===== src/rtl/seq_hex_calculator.sv =====
// ---------------------------------------------------------------------------
// seq_hex_calculator
//   Clocked accumulator calculator with a hex seven-segment readout.
//   On each ENTER strobe the accumulator is combined with the SW operand:
//   ADD, SUB and LOAD complete in one cycle. MUL is a WIDTH-cycle shift-add
//   sequence, and BUSY stays high while it runs.
//
//   Build option: define SATURATE_EN to clamp overflowing results.
//   ADD and MUL clamp to all ones, and SUB clamps to zero. CARRY is still
//   set. When SATURATE_EN is not defined, results wrap modulo 2^WIDTH.
//
// Parameters
//   WIDTH      operand / accumulator width; multiple of 4, >= 4
//
// Ports
//   CLOCK_50   in   1              system clock, rising edge
//   RESET      in   1              asynchronous active-high reset
//   SW         in   WIDTH          operand
//   OP         in   2              00 ADD, 01 SUB, 10 MUL, 11 LOAD
//   ENTER      in   1              single-cycle operation strobe
//   BUSY       out  1              multiply in progress
//   CARRY      out  1              carry/borrow/overflow of last operation
//   HEX        out  7*WIDTH/4      active-low gfedcba digits, digit 0 = LS nibble
// ---------------------------------------------------------------------------
module seq_hex_calculator #(
  parameter int WIDTH = 8
) (
  input  logic                    CLOCK_50,
  input  logic                    RESET,
  input  logic [WIDTH-1:0]        SW,
  input  logic [1:0]              OP,
  input  logic                    ENTER,
  output logic                    BUSY,
  output logic                    CARRY,
  output logic [7*(WIDTH/4)-1:0]  HEX
);

  localparam int NUM_DIGITS = WIDTH / 4;
  localparam int CW         = $clog2(WIDTH) + 1;
  localparam logic [CW-1:0] LAST_STEP = CW'(WIDTH - 1);

  typedef enum logic {
    S_IDLE = 1'b0,
    S_MUL  = 1'b1
  } state_t;

  state_t               r_state, w_state_nxt;
  logic [WIDTH-1:0]     r_acc, w_acc_nxt;
  logic                 r_carry, w_carry_nxt;
  logic [2*WIDTH-1:0]   r_mcand_sh, w_mcand_nxt;
  logic [WIDTH-1:0]     r_mplier, w_mplier_nxt;
  logic [2*WIDTH-1:0]   r_prod, w_prod_nxt;
  logic [CW-1:0]        r_count, w_count_nxt;

  logic [WIDTH:0]       w_sum;
  logic [WIDTH:0]       w_diff;
  logic [2*WIDTH-1:0]   w_prod_step;
  logic [7*NUM_DIGITS-1:0] w_hex;

  function automatic logic [6:0] f_seg7(input logic [3:0] n);
    logic [6:0] seg;
    case (n)
      4'h0: seg = 7'b1000000;
      4'h1: seg = 7'b1111001;
      4'h2: seg = 7'b0100100;
      4'h3: seg = 7'b0110000;
      4'h4: seg = 7'b0011001;
      4'h5: seg = 7'b0010010;
      4'h6: seg = 7'b0000010;
      4'h7: seg = 7'b1111000;
      4'h8: seg = 7'b0000000;
      4'h9: seg = 7'b0010000;
      4'hA: seg = 7'b0001000;
      4'hB: seg = 7'b0000011;
      4'hC: seg = 7'b1000110;
      4'hD: seg = 7'b0100001;
      4'hE: seg = 7'b0000110;
      default: seg = 7'b0001110;
    endcase
    return seg;
  endfunction

  // One extra bit captures the ADD carry-out and the SUB borrow.
  assign w_sum  = {1'b0, r_acc} + {1'b0, SW};
  assign w_diff = {1'b0, r_acc} - {1'b0, SW};

  // Shift-add step. The multiplier is consumed from its LSB, and the
  // multiplicand moves one place left for each step.
  assign w_prod_step = r_prod + (r_mplier[0] ? r_mcand_sh : '0);

  // State register
  always_ff @(posedge CLOCK_50 or posedge RESET) begin
    if (RESET) r_state <= S_IDLE;
    else       r_state <= w_state_nxt;
  end

  // Next-state and datapath next values
  always_comb begin
    w_state_nxt  = r_state;
    w_acc_nxt    = r_acc;
    w_carry_nxt  = r_carry;
    w_mcand_nxt  = r_mcand_sh;
    w_mplier_nxt = r_mplier;
    w_prod_nxt   = r_prod;
    w_count_nxt  = r_count;

    case (r_state)
      S_IDLE: begin
        if (ENTER) begin
          case (OP)
            2'b00: begin
              w_acc_nxt   = w_sum[WIDTH-1:0];
              w_carry_nxt = w_sum[WIDTH];
`ifdef SATURATE_EN
              if (w_sum[WIDTH]) w_acc_nxt = '1;
`endif
            end
            2'b01: begin
              w_acc_nxt   = w_diff[WIDTH-1:0];
              w_carry_nxt = w_diff[WIDTH];
`ifdef SATURATE_EN
              if (w_diff[WIDTH]) w_acc_nxt = '0;
`endif
            end
            2'b10: begin
              w_mcand_nxt  = {{WIDTH{1'b0}}, SW};
              w_mplier_nxt = r_acc;
              w_prod_nxt   = '0;
              w_count_nxt  = '0;
              w_state_nxt  = S_MUL;
            end
            default: begin
              w_acc_nxt   = SW;
              w_carry_nxt = 1'b0;
            end
          endcase
        end
      end

      S_MUL: begin
        w_prod_nxt   = w_prod_step;
        w_mcand_nxt  = {r_mcand_sh[2*WIDTH-2:0], 1'b0};
        w_mplier_nxt = {1'b0, r_mplier[WIDTH-1:1]};
        w_count_nxt  = r_count + CW'(1);
        // The final step writes the accumulator directly from the adder
        // output. This lets the result land on the same edge that leaves MUL.
        if (r_count == LAST_STEP) begin
          w_acc_nxt   = w_prod_step[WIDTH-1:0];
          w_carry_nxt = |w_prod_step[2*WIDTH-1:WIDTH];
`ifdef SATURATE_EN
          if (|w_prod_step[2*WIDTH-1:WIDTH]) w_acc_nxt = '1;
`endif
          w_state_nxt = S_IDLE;
        end
      end

      default: w_state_nxt = S_IDLE;
    endcase
  end

  // Datapath registers
  always_ff @(posedge CLOCK_50 or posedge RESET) begin
    if (RESET) begin
      r_acc      <= '0;
      r_carry    <= 1'b0;
      r_mcand_sh <= '0;
      r_mplier   <= '0;
      r_prod     <= '0;
      r_count    <= '0;
    end else begin
      r_acc      <= w_acc_nxt;
      r_carry    <= w_carry_nxt;
      r_mcand_sh <= w_mcand_nxt;
      r_mplier   <= w_mplier_nxt;
      r_prod     <= w_prod_nxt;
      r_count    <= w_count_nxt;
    end
  end

  // Display decode from the accumulator. There is no output register.
  always_comb begin
    w_hex = '0;
    for (int unsigned i = 0; i < NUM_DIGITS; i++) begin
      w_hex[7*i +: 7] = f_seg7(r_acc[4*i +: 4]);
    end
  end

  assign HEX   = w_hex;
  assign BUSY  = (r_state == S_MUL);
  assign CARRY = r_carry;

endmodule


===== config.mk =====
export PLATFORM = sky130hd
export DESIGN_NAME = seq_hex_calculator
export DESIGN_NICKNAME = d
export VERILOG_FILES = /design/src/rtl/seq_hex_calculator.sv
export SDC_FILE = /design/constraint.sdc
export NUM_CORES = 1
export LEC_CHECK = 0
export CORE_ASPECT_RATIO = 2
export CORE_MARGIN = 4
export CORE_UTILIZATION = 35
export CTS_BUF_LIST = sky130_fd_sc_hd__clkbuf_4 sky130_fd_sc_hd__clkbuf_8
export CTS_CLUSTER_DIAMETER = 60
export CTS_CLUSTER_SIZE = 16
export DETAILED_ROUTE_END_ITERATION = 10
export PLACE_DENSITY = 0.54
export SLEW_MARGIN = 20
export SYNTH_ARGS = -nofsm -noshare
export SYNTH_HDL_FRONTEND = slang
export SYNTH_SLANG_ARGS = --single-unit

===== constraint.sdc =====
create_clock -name CLOCK_50 -period 2.8 [get_ports CLOCK_50]
set_input_delay 0.7 -clock CLOCK_50 [delete_from_list [all_inputs] [get_ports CLOCK_50]]
set_output_delay 0.7 -clock CLOCK_50 [all_outputs]
set_load 0.01 [all_outputs]

==> flow_summary.toml <==
[worst_setup_path]
r2r_end = "CARRY"
start_kind = "flip-flop"
crit_family = "compound AO/OA/AOI/OAI gates"
required_ns = 2.99
r2r_cells = 10
critPathKind = "reg2reg"
slowest_stage = "dfrtp_1"
crit_path_max_incr_delay_ns = 0.45
endpoint_kind = "flip-flop"
cp_cell_sequence = "and2_4 > ha_4 > fa_2 > a21o_1 > a221o_1 > a41oi_2 > xnor2_2 > or3_4 > nor4_4 > a31oi_1"
reg2reg_from = "r_mplier[0]"
reg2reg_slack_ns = -0.01
cp_max_fo = 4
arrival_ns = 3.01
path_buf_inv = 0

[logic_synthesis]
synth_cells = 512
synth_area_sq_um = 4260
syn-num-nets = 572
ys_seq_area_frac = 0.317
yosysWarningCount = 0
postSynthAreaPerCell_sq_um = 8.32
synth_cell_types = 48
synth_area_leaders = "dfrtp_1 (32%), ha_1 (13%), nand2_1 (7.5%), o21ai_0 (5.9%), mux2i_1 (4.5%)"
ys_ff_latch = 54
synth_ff_type = "dfrtp_1"
synth-edff-count = 0
synth_top_area_cell = "dfrtp_1"
synthArstFlopShare = 1.00
synth.top_cell.area_share = 0.317

[clock_network]
cts_num_sinks = 54
clock_path_buffers = 2
clock_latency_ns = 0.32
clkTransAtPathRegs_ns = 0.10
numCtsBuffers = 5
clk_root_buffer_cell = "clkbuf_8"
cts_htree_levels = 2
cts_tree = "yes"

[global_route]
grtUsageTotal = 0.170
grt_pass1_wl_mm = 19.1
overflow = 0
grt_start_max_net_pins = 49
antenna_found_initial = 0
grt_pass1_vias = 4042

[sta]
finalCritPeriodShare = 1.00
max_slew_margin = 0.678
tightest_slew_ns = 0.484
fmax_mhz = 355
setup_viol = 2
rsz0062_at_grt = "yes"
slew_violations = 0
fin_worst_skew_ns = 0.00927
layout_setup_ws_ns = -0.0138
hold_viol = 0
fin_tns_setup_ns = -0.0161
timing.hold.ws_ns = 0.502
min_period_ns = 2.81

[placement]
dp_slack_ns = -0.491
hpwl_mm = 8.66
port-buffer-count = 28
gp_congestion = 0.845
post_dp_cell_area_sq_um = 5170

[finish]
diodes = 0
finalCoreUtilization = 0.467
nets = 661
layout-drive-gt1-share = 0.228
design_area_sq_um = 5540
area_growth_pct = 30.0

[run]
maxCapViolCount = 0

[routing]
vias = 3899
drc = 0
routed_wl_mm = 11.5
drt_iter0_markers = 169
drtPass1Iterations = 4
antenna_left = 0
vias_per_cell = 5.22
wl_per_cell_um = 15.4

[floorplanning]
die_area_sq_um = 14100
die_x_um = 86
fp.dieH_um = 164
core_area_sq_um = 11800
row_count = 56
start_util = 0.360
ios = 29

[pwr]
ir_worst_vdd_uv = 418
power_density_nw_per_um2 = 863
leakagePower_nw = 2.68

[hold_path]
worstHoldPathCells = 2
hold_path_class = "reg2reg"
hold_end = "r_mplier[4]"
min_from = "r_mplier[5]"

[run_status]
run_status = "finished, violations left"
violations = "negative setup slack"
[per-stage QoR]
| stage | std cells | power (mW) |
|---|---|---|
| 6_report | 747 | 4.77 |
| 5_1_grt | 747 | 5.20 |
| 4_1_cts | 744 | 4.78 |
| 3_5_place_dp | 728 | 4.19 |
| 3_3_place_gp | 728 | 4.12 |
| 2_1_floorplan | 512 | 3.02 |
[registers in the layout (all words and copies together) (netlist names)]
register / cells
BUSY: 1
CARRY: 1
r_acc: 8
r_count: 4
r_mcand_sh: 16
r_mplier: 8
r_prod: 16
[routing by layer]
metal	GRT usage	share of wire	vias to the layer above
met5	0	0	-
met4	0.0872	0.043	0
met3	0.0166	0.020	26
met2	0.326	0.54	59
met1	0.177	0.40	1856
li1	-	-	1958
[where the power goes]
group	switching [mW]	total, mW	internal [mW]
Sequential	0.250	1.31	1.06
Combinational	1.53	3.01	1.47
Clock	0.261	0.460	0.199
[repair_timing]
action / CTS / global route
cloned: 0 / 0
gates resized for setup: 29 / 19
pin swaps: 14 / 10
setup endpoints to repair: 11 / 10
hold buffers: 0 / 0
setup buffers: 8 / 3
[layout make-up]
cell class              instances  area (sq um)
fillers                      1162          6310
clock inverters                 2          12.5
repair buffers                106           893
clock buffers                   6          82.6
well taps                     145           181
inverters                      26          97.6
flip-flops and latches         54          1350
multi-input cells             408          2910
[worst max-delay path by stage]
stage / from / slack, ns / endpoint / depth (start not counted)
2_1_floorplan: r_mplier[0] / 0.02 / CARRY / 11
3_3_place_gp: SW[0] / -0.40 / CARRY / 12
3_5_place_dp: SW[0] / -0.49 / CARRY / 12
4_1_cts: r_mplier[0] / -0.07 / CARRY / 11
5_1_grt: r_mplier[0] / -0.18 / CARRY / 11
6_report: r_mplier[0] / -0.01 / CARRY / 10
[worst min-delay path: cells and delay by family (launching register included)]
kind            cells  cell delay [ns]
flops               1             0.36
compound gates      1             0.06
simple gates        1             0.05
[cell usage in the layout, fill, tap and decap left out, types with 3 or more instances in the layout]
master and count:
a21o_1 14, xnor2_2 4, dfrtp_1 52, mux2i_1 19, a21oi_1 32, dlygate4sd2_1 5, a211oi_1 4, inv_1 20
clkbuf_8 6, nor3_1 3, nand2b_1 3, buf_4 75, o21bai_1 5, ha_4 4, and2_1 15, inv_2 6
ha_1 38, clkdlybuf4s50_1 21, a21oi_2 5, nand3_1 7, nand2_1 84, o22ai_1 3, o21ai_0 47, xnor2_1 11
nor2_1 40, xor2_1 3, a22o_1 8, nor2b_1 6, o21ai_1 3
[cell usage after synthesis (3+ instances only)]
cell type	n
nor2b_1	6
dfrtp_1	54
nor3_1	4
a21oi_1	37
nand3_1	7
xnor2_1	15
o21ai_0	50
and2_1	17
a211oi_1	6
o22ai_1	3
nand2b_1	3
o21bai_1	6
nand2_1	85
a22o_1	8
a21o_1	14
mux2i_1	19
xor2_1	4
a41oi_1	3
inv_1	26
clkbuf_1	22
fa_1	3
ha_1	44
nor2_1	40
[cells by family (layout without fill, tap and decap cells)]
| group | count (synthesis) | after routing | synth area share |
|---|---|---|---|
| buffers and inverters | 50 | 140 | 0.0441 |
| flip-flops | 54 | 54 | 0.317 |
| multiplexers | 23 | 23 | 0.0605 |
| AO/OA/AOI/OAI | 143 | 143 | 0.209 |
| adder cells (fa/ha/maj) | 47 | 47 | 0.143 |
| AND/OR/NAND/NOR | 176 | 176 | 0.186 |
| XOR/XNOR | 19 | 19 | 0.0391 |
Note: power is estimated with default switching activity, not from simulation.
